File: config.mk
export PLATFORM = sky130hd
export DESIGN_NAME = timing_generator_cfg
export DESIGN_NICKNAME = d
export VERILOG_FILES = /design/src/rtl/timing_generator_cfg.sv
export SDC_FILE = /design/constraint.sdc
export NUM_CORES = 1
export LEC_CHECK = 0
export CAP_MARGIN = 20
export CORE_UTILIZATION = 55
export CTS_BUF_LIST = sky130_fd_sc_hd__clkbuf_8
export CTS_CLUSTER_SIZE = 25
export DETAILED_ROUTE_END_ITERATION = 8
export PLACE_DENSITY = 0.78
export SLEW_MARGIN = 20
export SYNTH_ARGS = -nofsm -noshare
export SYNTH_HDL_FRONTEND = slang
export SYNTH_SLANG_ARGS = --single-unit
export TNS_END_PERCENT = 10
File: constraint.sdc
create_clock -name i_clk -period 6.7 [get_ports i_clk]
set_clock_uncertainty 0.15 [all_clocks]
set_input_delay 0.67 -clock i_clk [delete_from_list [all_inputs] [get_ports i_clk]]
set_output_delay 0.67 -clock i_clk [all_outputs]
set_load 0.1 [all_outputs]
File: src/rtl/timing_generator_cfg.sv
// Runtime-reconfigurable video timing generator: DE/HSYNC/VSYNC, active X/Y and frame/line markers.
// New timing is staged in a shadow set and swapped in only at the frame wrap.
module timing_generator_cfg #(
    parameter int unsigned CW     = 12,
    parameter int unsigned HAC_D  = 640,
    parameter int unsigned HFP_D  = 16,
    parameter int unsigned HSP_D  = 96,
    parameter int unsigned HBP_D  = 48,
    parameter int unsigned VAC_D  = 480,
    parameter int unsigned VFP_D  = 10,
    parameter int unsigned VSP_D  = 2,
    parameter int unsigned VBP_D  = 33,
    parameter bit          HS_POL = 1'b1,
    parameter bit          VS_POL = 1'b1
) (
    input  logic          i_clk,
    input  logic          i_rstn,
    input  logic          i_en,
    input  logic          i_cfg_load,
    input  logic [CW-1:0] i_hac,
    input  logic [CW-1:0] i_hfp,
    input  logic [CW-1:0] i_hsp,
    input  logic [CW-1:0] i_hbp,
    input  logic [CW-1:0] i_vac,
    input  logic [CW-1:0] i_vfp,
    input  logic [CW-1:0] i_vsp,
    input  logic [CW-1:0] i_vbp,
    output logic          o_de,
    output logic          o_hs,
    output logic          o_vs,
    output logic [CW-1:0] o_x,
    output logic [CW-1:0] o_y,
    output logic          o_sof,
    output logic          o_eol,
    output logic          o_cfg_pending,
    output logic          o_cfg_err
);

    localparam int unsigned   TW     = CW + 2;
    localparam logic [TW-1:0] MaxTot = TW'(2 ** CW);

    logic [CW-1:0] col_q, row_q;
    logic [CW-1:0] hac_q, hfp_q, hsp_q, hbp_q, vac_q, vfp_q, vsp_q, vbp_q;
    logic [CW-1:0] hac_s, hfp_s, hsp_s, hbp_s, vac_s, vfp_s, vsp_s, vbp_s;
    logic          pending_q;

    logic [TW-1:0] ht, vt, hs_beg, hs_end, vs_beg, vs_end, req_ht, req_vt;
    logic          hde, vde, hs_on, vs_on, col_last, row_last, wrap, load_ok;

    always_comb begin
        ht       = TW'(hac_q) + TW'(hfp_q) + TW'(hsp_q) + TW'(hbp_q);
        vt       = TW'(vac_q) + TW'(vfp_q) + TW'(vsp_q) + TW'(vbp_q);
        hs_beg   = TW'(hac_q) + TW'(hfp_q);
        hs_end   = hs_beg + TW'(hsp_q);
        vs_beg   = TW'(vac_q) + TW'(vfp_q);
        vs_end   = vs_beg + TW'(vsp_q);
        req_ht   = TW'(i_hac) + TW'(i_hfp) + TW'(i_hsp) + TW'(i_hbp);
        req_vt   = TW'(i_vac) + TW'(i_vfp) + TW'(i_vsp) + TW'(i_vbp);
        col_last = (TW'(col_q) == ht - TW'(1));
        row_last = (TW'(row_q) == vt - TW'(1));
        wrap     = col_last && row_last;
        hde      = (col_q < hac_q);
        vde      = (row_q < vac_q);
        hs_on    = (TW'(col_q) >= hs_beg) && (TW'(col_q) < hs_end);
        vs_on    = (TW'(row_q) >= vs_beg) && (TW'(row_q) < vs_end);
        // Totals may reach exactly 2^CW: the counters then run 0..2^CW-1.
        load_ok  = (i_hac != '0) && (i_hfp != '0) && (i_hsp != '0) && (i_hbp != '0) &&
                   (i_vac != '0) && (i_vfp != '0) && (i_vsp != '0) && (i_vbp != '0) &&
                   (req_ht <= MaxTot) && (req_vt <= MaxTot);
    end

    assign o_cfg_pending = pending_q;

    always_ff @(posedge i_clk or negedge i_rstn) begin
        if (!i_rstn) begin
            col_q     <= '0;
            row_q     <= '0;
            hac_q     <= CW'(HAC_D);
            hfp_q     <= CW'(HFP_D);
            hsp_q     <= CW'(HSP_D);
            hbp_q     <= CW'(HBP_D);
            vac_q     <= CW'(VAC_D);
            vfp_q     <= CW'(VFP_D);
            vsp_q     <= CW'(VSP_D);
            vbp_q     <= CW'(VBP_D);
            hac_s     <= '0;
            hfp_s     <= '0;
            hsp_s     <= '0;
            hbp_s     <= '0;
            vac_s     <= '0;
            vfp_s     <= '0;
            vsp_s     <= '0;
            vbp_s     <= '0;
            pending_q <= 1'b0;
            o_de      <= 1'b0;
            o_hs      <= !HS_POL;
            o_vs      <= !VS_POL;
            o_x       <= '0;
            o_y       <= '0;
            o_sof     <= 1'b0;
            o_eol     <= 1'b0;
            o_cfg_err <= 1'b0;
        end else begin
            o_cfg_err <= i_cfg_load && !load_ok;

            if (i_en) begin
                if (col_last) begin
                    col_q <= '0;
                    row_q <= row_last ? '0 : row_q + CW'(1);
                end else begin
                    col_q <= col_q + CW'(1);
                end
                // Apply sees the shadow as it was before any load in this same cycle.
                if (wrap && pending_q) begin
                    hac_q <= hac_s;
                    hfp_q <= hfp_s;
                    hsp_q <= hsp_s;
                    hbp_q <= hbp_s;
                    vac_q <= vac_s;
                    vfp_q <= vfp_s;
                    vsp_q <= vsp_s;
                    vbp_q <= vbp_s;
                end
                o_de  <= hde && vde;
                o_hs  <= (hs_on == HS_POL);
                o_vs  <= (vs_on == VS_POL);
                o_x   <= (hde && vde) ? col_q : hac_q - CW'(1);
                o_y   <= vde ? row_q : vac_q - CW'(1);
                o_sof <= (col_q == '0) && (row_q == '0);
                o_eol <= (col_q == hac_q - CW'(1)) && vde;
            end else begin
                o_de  <= 1'b0;
                o_hs  <= !HS_POL;
                o_vs  <= !VS_POL;
                o_sof <= 1'b0;
                o_eol <= 1'b0;
            end

            if (i_cfg_load && load_ok) begin
                hac_s     <= i_hac;
                hfp_s     <= i_hfp;
                hsp_s     <= i_hsp;
                hbp_s     <= i_hbp;
                vac_s     <= i_vac;
                vfp_s     <= i_vfp;
                vsp_s     <= i_vsp;
                vbp_s     <= i_vbp;
                pending_q <= 1'b1;
            end else if (i_en && wrap) begin
                pending_q <= 1'b0;
            end
        end
    end

endmodule

# Word-level counts from Yosys, hierarchy flattened
# Index checks and enable logic that the tools add are counted.
dict set report totals {
  register_bits 247
  input_bits 100
  output_inout_bits 31
}
dict set report op_classes {
  addsub 18
  n_lt_le_gt_ge 8
  n_eq_ne 3
  muxes 11
  reduce_logical 33
}
# cell count
set op_table {}
lappend op_table {{12-bit nonzero test} 8}
lappend op_table {{13-bit by 12-bit adder with 14-bit output} 4}
lappend op_table {{14-bit by 12-bit adder with 14-bit output} 4}
lappend op_table {{12-bit by 12-bit adder with 13-bit output} 4}
lappend op_table {{12-bit two-way mux} 4}
lappend op_table {{12-bit by 14-bit equality test with 1-bit output} 2}
lappend op_table {{14-bit by 13-bit less-or-equal comparator with 1-bit output, second input constant} 2}
lappend op_table {{12-bit by 14-bit less-than comparator with 1-bit output} 2}
lappend op_table {{14-bit by 1-bit subtractor with 14-bit output, second input constant} 2}
lappend op_table {{12-bit by 13-bit >= comparator with 1-bit output} 2}
lappend op_table {{12-bit by 1-bit adder with 12-bit output, second input constant} 2}
lappend op_table {{12-bit zero test} 2}
lappend op_table {{12-bit less-than comparator} 2}
lappend op_table {{12-bit by 1-bit subtractor with 12-bit output, second input constant} 2}
lappend op_table {{1-bit logical AND} 19}
lappend op_table {{12-bit equality test} 1}
lappend op_table {{1-bit two-way mux} 7}
lappend op_table {{2-bit AND reduction} 2}
lappend op_table {{2-bit nonzero test} 1}
lappend op_table {{1-bit zero test} 1}

# Longest topological paths before layout
dict set report logic_depth {
  word_depth 12
  mapped_depth 33
}

# Worst setup path before layout
# OpenSTA, ideal clock, no wires.
dict set report synth_path {
  kind {reg-to-reg}
  from {register vfp_q[1]}
  to {register hac_q[0]}
  arrival_ps 6095
  setup_slack_ps 330
  path_stages_with_launch 33
  n_path_buf 4
  period_less_slack_ps 6370
  path_cell_list {dfstp_2 -> ha_1 -> a21o_1 -> a21oi_1 -> o21bai_1 -> a21oi_1 -> nor2b_1 -> o2111ai_1 -> nand2_1 -> nor2_1 -> xnor2_1 -> ha_1 -> clkbuf_1 -> nand2_1 -> nand2_1 -> a41oi_1 -> nand2_1 -> a21oi_1 -> xor2_1 -> ha_1 -> inv_1 -> ha_1 -> buf_2 -> xor2_1 -> nor3_1 -> o21ai_1 -> mux2i_1 -> or4_1 -> nor3_1 -> nand3_2 -> buf_6 -> buf_6 -> mux2_4}
}
dict set report synth_between {
  elab_chain_len 8
}
# item line_no
set synth_lines {}
lappend synth_lines {{start: declaration} 43} ;# logic [CW-1:0] hac_q, hfp_q, hsp_q, hbp_q, vac_q, vfp_q, vsp_q, vbp_q;
lappend synth_lines {{start signal: assignment} 83} ;# vfp_q <= CW'(VFP_D);
lappend synth_lines {{start signal: assignment} 120} ;# vfp_q <= vfp_s;
lappend synth_lines {{12-bit by 12-bit adder with 13-bit output} 52} ;# vt = TW'(vac_q) + TW'(vfp_q) + TW'(vsp_q) + TW'(vbp_q);
lappend synth_lines {{13-bit by 12-bit adder with 14-bit output} 52}
lappend synth_lines {{14-bit by 12-bit adder with 14-bit output} 52}
lappend synth_lines {{14-bit by 1-bit subtractor with 14-bit output} 60} ;# row_last = (TW'(row_q) == vt - TW'(1));
lappend synth_lines {{12-bit by 14-bit equality test with 1-bit output} 60}
lappend synth_lines {{1-bit logical AND} 61} ;# wrap = col_last && row_last;
lappend synth_lines {{1-bit logical AND} 114} ;# if (wrap && pending_q) begin
lappend synth_lines {{2-bit AND reduction (no source line)} n/a}
lappend synth_lines {{end signal: assignment} 78} ;# hac_q <= CW'(HAC_D);
lappend synth_lines {{end signal: assignment} 115} ;# hac_q <= hac_s;
lappend synth_lines {{end: declaration} 43}
# Every way passes these cells.
# A chain may end at the register's enable or synchronous reset.

# Worst setup path in the final report
dict set report layout_path {
  from {register vfp_q[1]}
  to {register vsp_q[11]}
}
dict set report layout_between {
  elab_chain_len 8
}
# item line_no
set layout_lines {}
lappend layout_lines {{12-bit by 12-bit adder with 13-bit output} 52}
lappend layout_lines {{13-bit by 12-bit adder with 14-bit output} 52}
lappend layout_lines {{14-bit by 12-bit adder with 14-bit output} 52}
lappend layout_lines {{14-bit by 1-bit subtractor with 14-bit output} 60}
lappend layout_lines {{12-bit by 14-bit equality test with 1-bit output} 60}
lappend layout_lines {{1-bit logical AND} 61}
lappend layout_lines {{1-bit logical AND} 114}
lappend layout_lines {{2-bit AND reduction (no source line)} n/a}
lappend layout_lines {{end signal: assignment} 84} ;# vsp_q <= CW'(VSP_D);
lappend layout_lines {{end signal: assignment} 121} ;# vsp_q <= vsp_s;
lappend layout_lines {{end: declaration} 43}
# Every way passes these cells.

==> out/qor.yml <==
place_ws_ns: -0.0614
overflow: 0
power_leakage_nw: 10.3
cp-start-kind: "flop"
p_sw_mw: 1.70
start_util: 0.558
setup_viol: 0
required_ns: 7.01
wl_per_cell_um: 20.1
drt-total-wl_um: 48900
grt_pass1_vias: 14000
clockPowerShare: 0.270
fin_ws_ns: 0.223
hold_path.class: "in2async"
tns_ns: 0
cpPeakStageDelay_ns: 0.55
power_mw: 4.96
critPathBufInv: 5
grt_use_total: 0.279
min_period_ns: 6.48
arrival_ns: 6.79
syn_inst: 1786
synth_seq_area_share: 0.332
synth_edf_count: 0
cts.clk_slew.worst_paths_ns: 0.06
fin_nets: 2300
max_freq_mhz: 154
final-seq-area_um2: 6200
slew_viol_final: 0
syn-mean-instance-area_um2: 10.4
die_area_um2: 34700
multiInputGateArea_um2: 11800
period_share: 0.967
dpl.hpwl_um: 36300
async_flop_share: 1.00
cts_hold_buf: 0
antenna_found_initial: 0
routabilityCongestion: 0.946
antenna_left: 0
diodes: 0
ir_drop_v: 0.000221
cpMostUsedCell: "nand2_1"
final_cell_mix: "231 x dfrtp_1, 187 x ha_1, 175 x inv_1"
grt_max_degree: 144
yosys_register_bits: 247
final_util: 0.652
final_common_cell: "dfrtp_1"
yosys.area.top_type: "dfrtp_1"
maxCapViolations: 0
clkLatencyLatePin_ns: 0.59
cts-buffers-inserted: 41
clockBufferDepth: 3
yosys_warnings: 0
critical_path.max_fanout: 22
swShare: 0.342
p_seq_frac: 0.428
slowest_stage: "dfstp_2"
syn_nets: 2135
worst_slew_pin_slew_ns: 0.975
die_w_um: 186
netlist_area_um2: 18700
drt_iter0_drc: 1046
rsz0062_at_grt: "yes"
power_frac_comb: 0.301
drive_above_1_share: 0.196
synthTopCellsByArea: "dfrtp_1 31%, ha_1 13%, mux2_2 7.9%"
ys_types: 79
run_status: "finished clean"
drc: 0
cellInternalPower_mw: 3.26
crit_family: "compound AO/OA/AOI/OAI gates"
coreArea_um2: 33400
yosys.area.top_type_share: 0.310
htree_num_levels: 2
drt_pre_antenna_iters: 7
powerDensity_nw_per_um2: 227
port_buffers: 130
cts_root_buf: "clkbuf_8"
grt_first_pass_wirelength_um: 75000
n_fill_cell: 2484
die_height_um: 186
num_vias: 14500
cp-end-kind: "flop"
row_count: 67
viasPerCell: 5.94
io_pins: 131
syn2layout_area_growth_pct: 16.9
cts_sinks: 247
crit_type: "reg2reg"
max_slew_margin: 0.348
synthFlopType: "dfrtp_1"
hold_viol: 0
cts_tree: "built"
==> power by group through the flow <==
stage	logic [mW]	registers [mW]	clock network, mW
finish	1.49	2.12	1.34
global route	1.64	2.15	1.43
CTS	1.49	2.10	1.35
detailed placement	1.48	2.13	0
global placement	1.44	2.10	0
floorplan	1.07	2.05	0
==> cell type report <==
type,count,share of cell area
multi-input cells,1324,0.542
flip-flops and latches,247,0.284
repair buffers,178,0.0829
clock buffers,46,0.0290
inverters,159,0.0275
well taps,448,0.0257
clock inverters,29,0.00832
==> worst register-to-register path: cells and delay by family (launching register included) <==
| kind | cells | cell delay (ns) |
|---|---|---|
| AND/OR/NAND/NOR | 10 | 1.53 |
| flip-flops | 1 | 0.55 |
| AO/OA/AOI/OAI | 9 | 1.53 |
| XOR/XNOR | 2 | 0.38 |
| adder cells (fa/ha/maj) | 4 | 1.11 |
| buffers and inverters | 5 | 0.79 |
| multiplexers | 1 | 0.30 |
==> cell families after synthesis <==
| family | share of synthesized area |
|---|---|
| AO/OA/AOI/OAI | 0.115 |
| XOR/XNOR | 0.0568 |
| adder cells (fa/ha/maj) | 0.190 |
| buffers and inverters | 0.0482 |
| flip-flops | 0.332 |
| multiplexers | 0.144 |
| AND/OR/NAND/NOR | 0.114 |
==> synthesized netlist by cell type, types with 9 or more instances <==
cell,count
a21o_1,30
nor4_1,41
nand2_1,83
or4_1,12
xnor2_1,79
nor3_1,31
clkbuf_1,27
buf_2,20
a21oi_1,75
nand2b_1,32
mux2_2,131
mux2i_1,15
a211oi_1,11
mux2_4,69
nor2b_1,16
and3_1,15
fa_1,54
nor2_1,81
a31oi_1,10
nand4_1,14
o21ai_0,97
xor2_1,42
dfrtp_1,231
o21a_1,15
ha_1,195
inv_1,159
dfstp_2,16
buf_6,9
nand3_1,35
==> metal layers <==
layer / global-route usage / vias to the layer above / wire (µm)
li1: - / 6732 / -
met1: 0.406 / 7119 / 22100
met2: 0.440 / 529 / 23000
met3: 0.0372 / 71 / 3090
met4: 0.0666 / 0 / 779
met5: 0 / - / 0
==> timing repair <==
item	in CTS	in global routing
hold endpoints to repair	0	0
setup endpoints to repair	88	119
cloned	0	3
resized for setup	2	61
pin swaps	1	23
buffers inserted	0	17
==> worst paths after layout <==
| check | slack (ns) | from | cells after the start | endpoint |
|---|---|---|---|---|
| max in group asynchronous | 5.15 | i_rstn | 2 | vbp_s[5] |
| max | 0.22 | vfp_q[1] | 31 | vsp_q[11] |
| min in group i_clk | 0.33 | o_x[6] | 2 | o_x[6] |
| min reg2reg | 0.33 | o_x[6] | 2 | o_x[6] |
| max reg2reg | 0.22 | vfp_q[1] | 31 | vsp_q[11] |
| min | 0.01 | i_rstn | 1 | hsp_q[10] |
==> through the flow <==
step	instances	hold slack (ns)	cell area, µm²
global route	2431	0.0802	21800
global placement	2336	0.315	20500
CTS	2411	0.0252	21300
detailed placement	2336	0.322	20500
finish	2431	0.0131	21800
floorplan	1786	0.224	18700
Power figures use the tool's default switching activity.
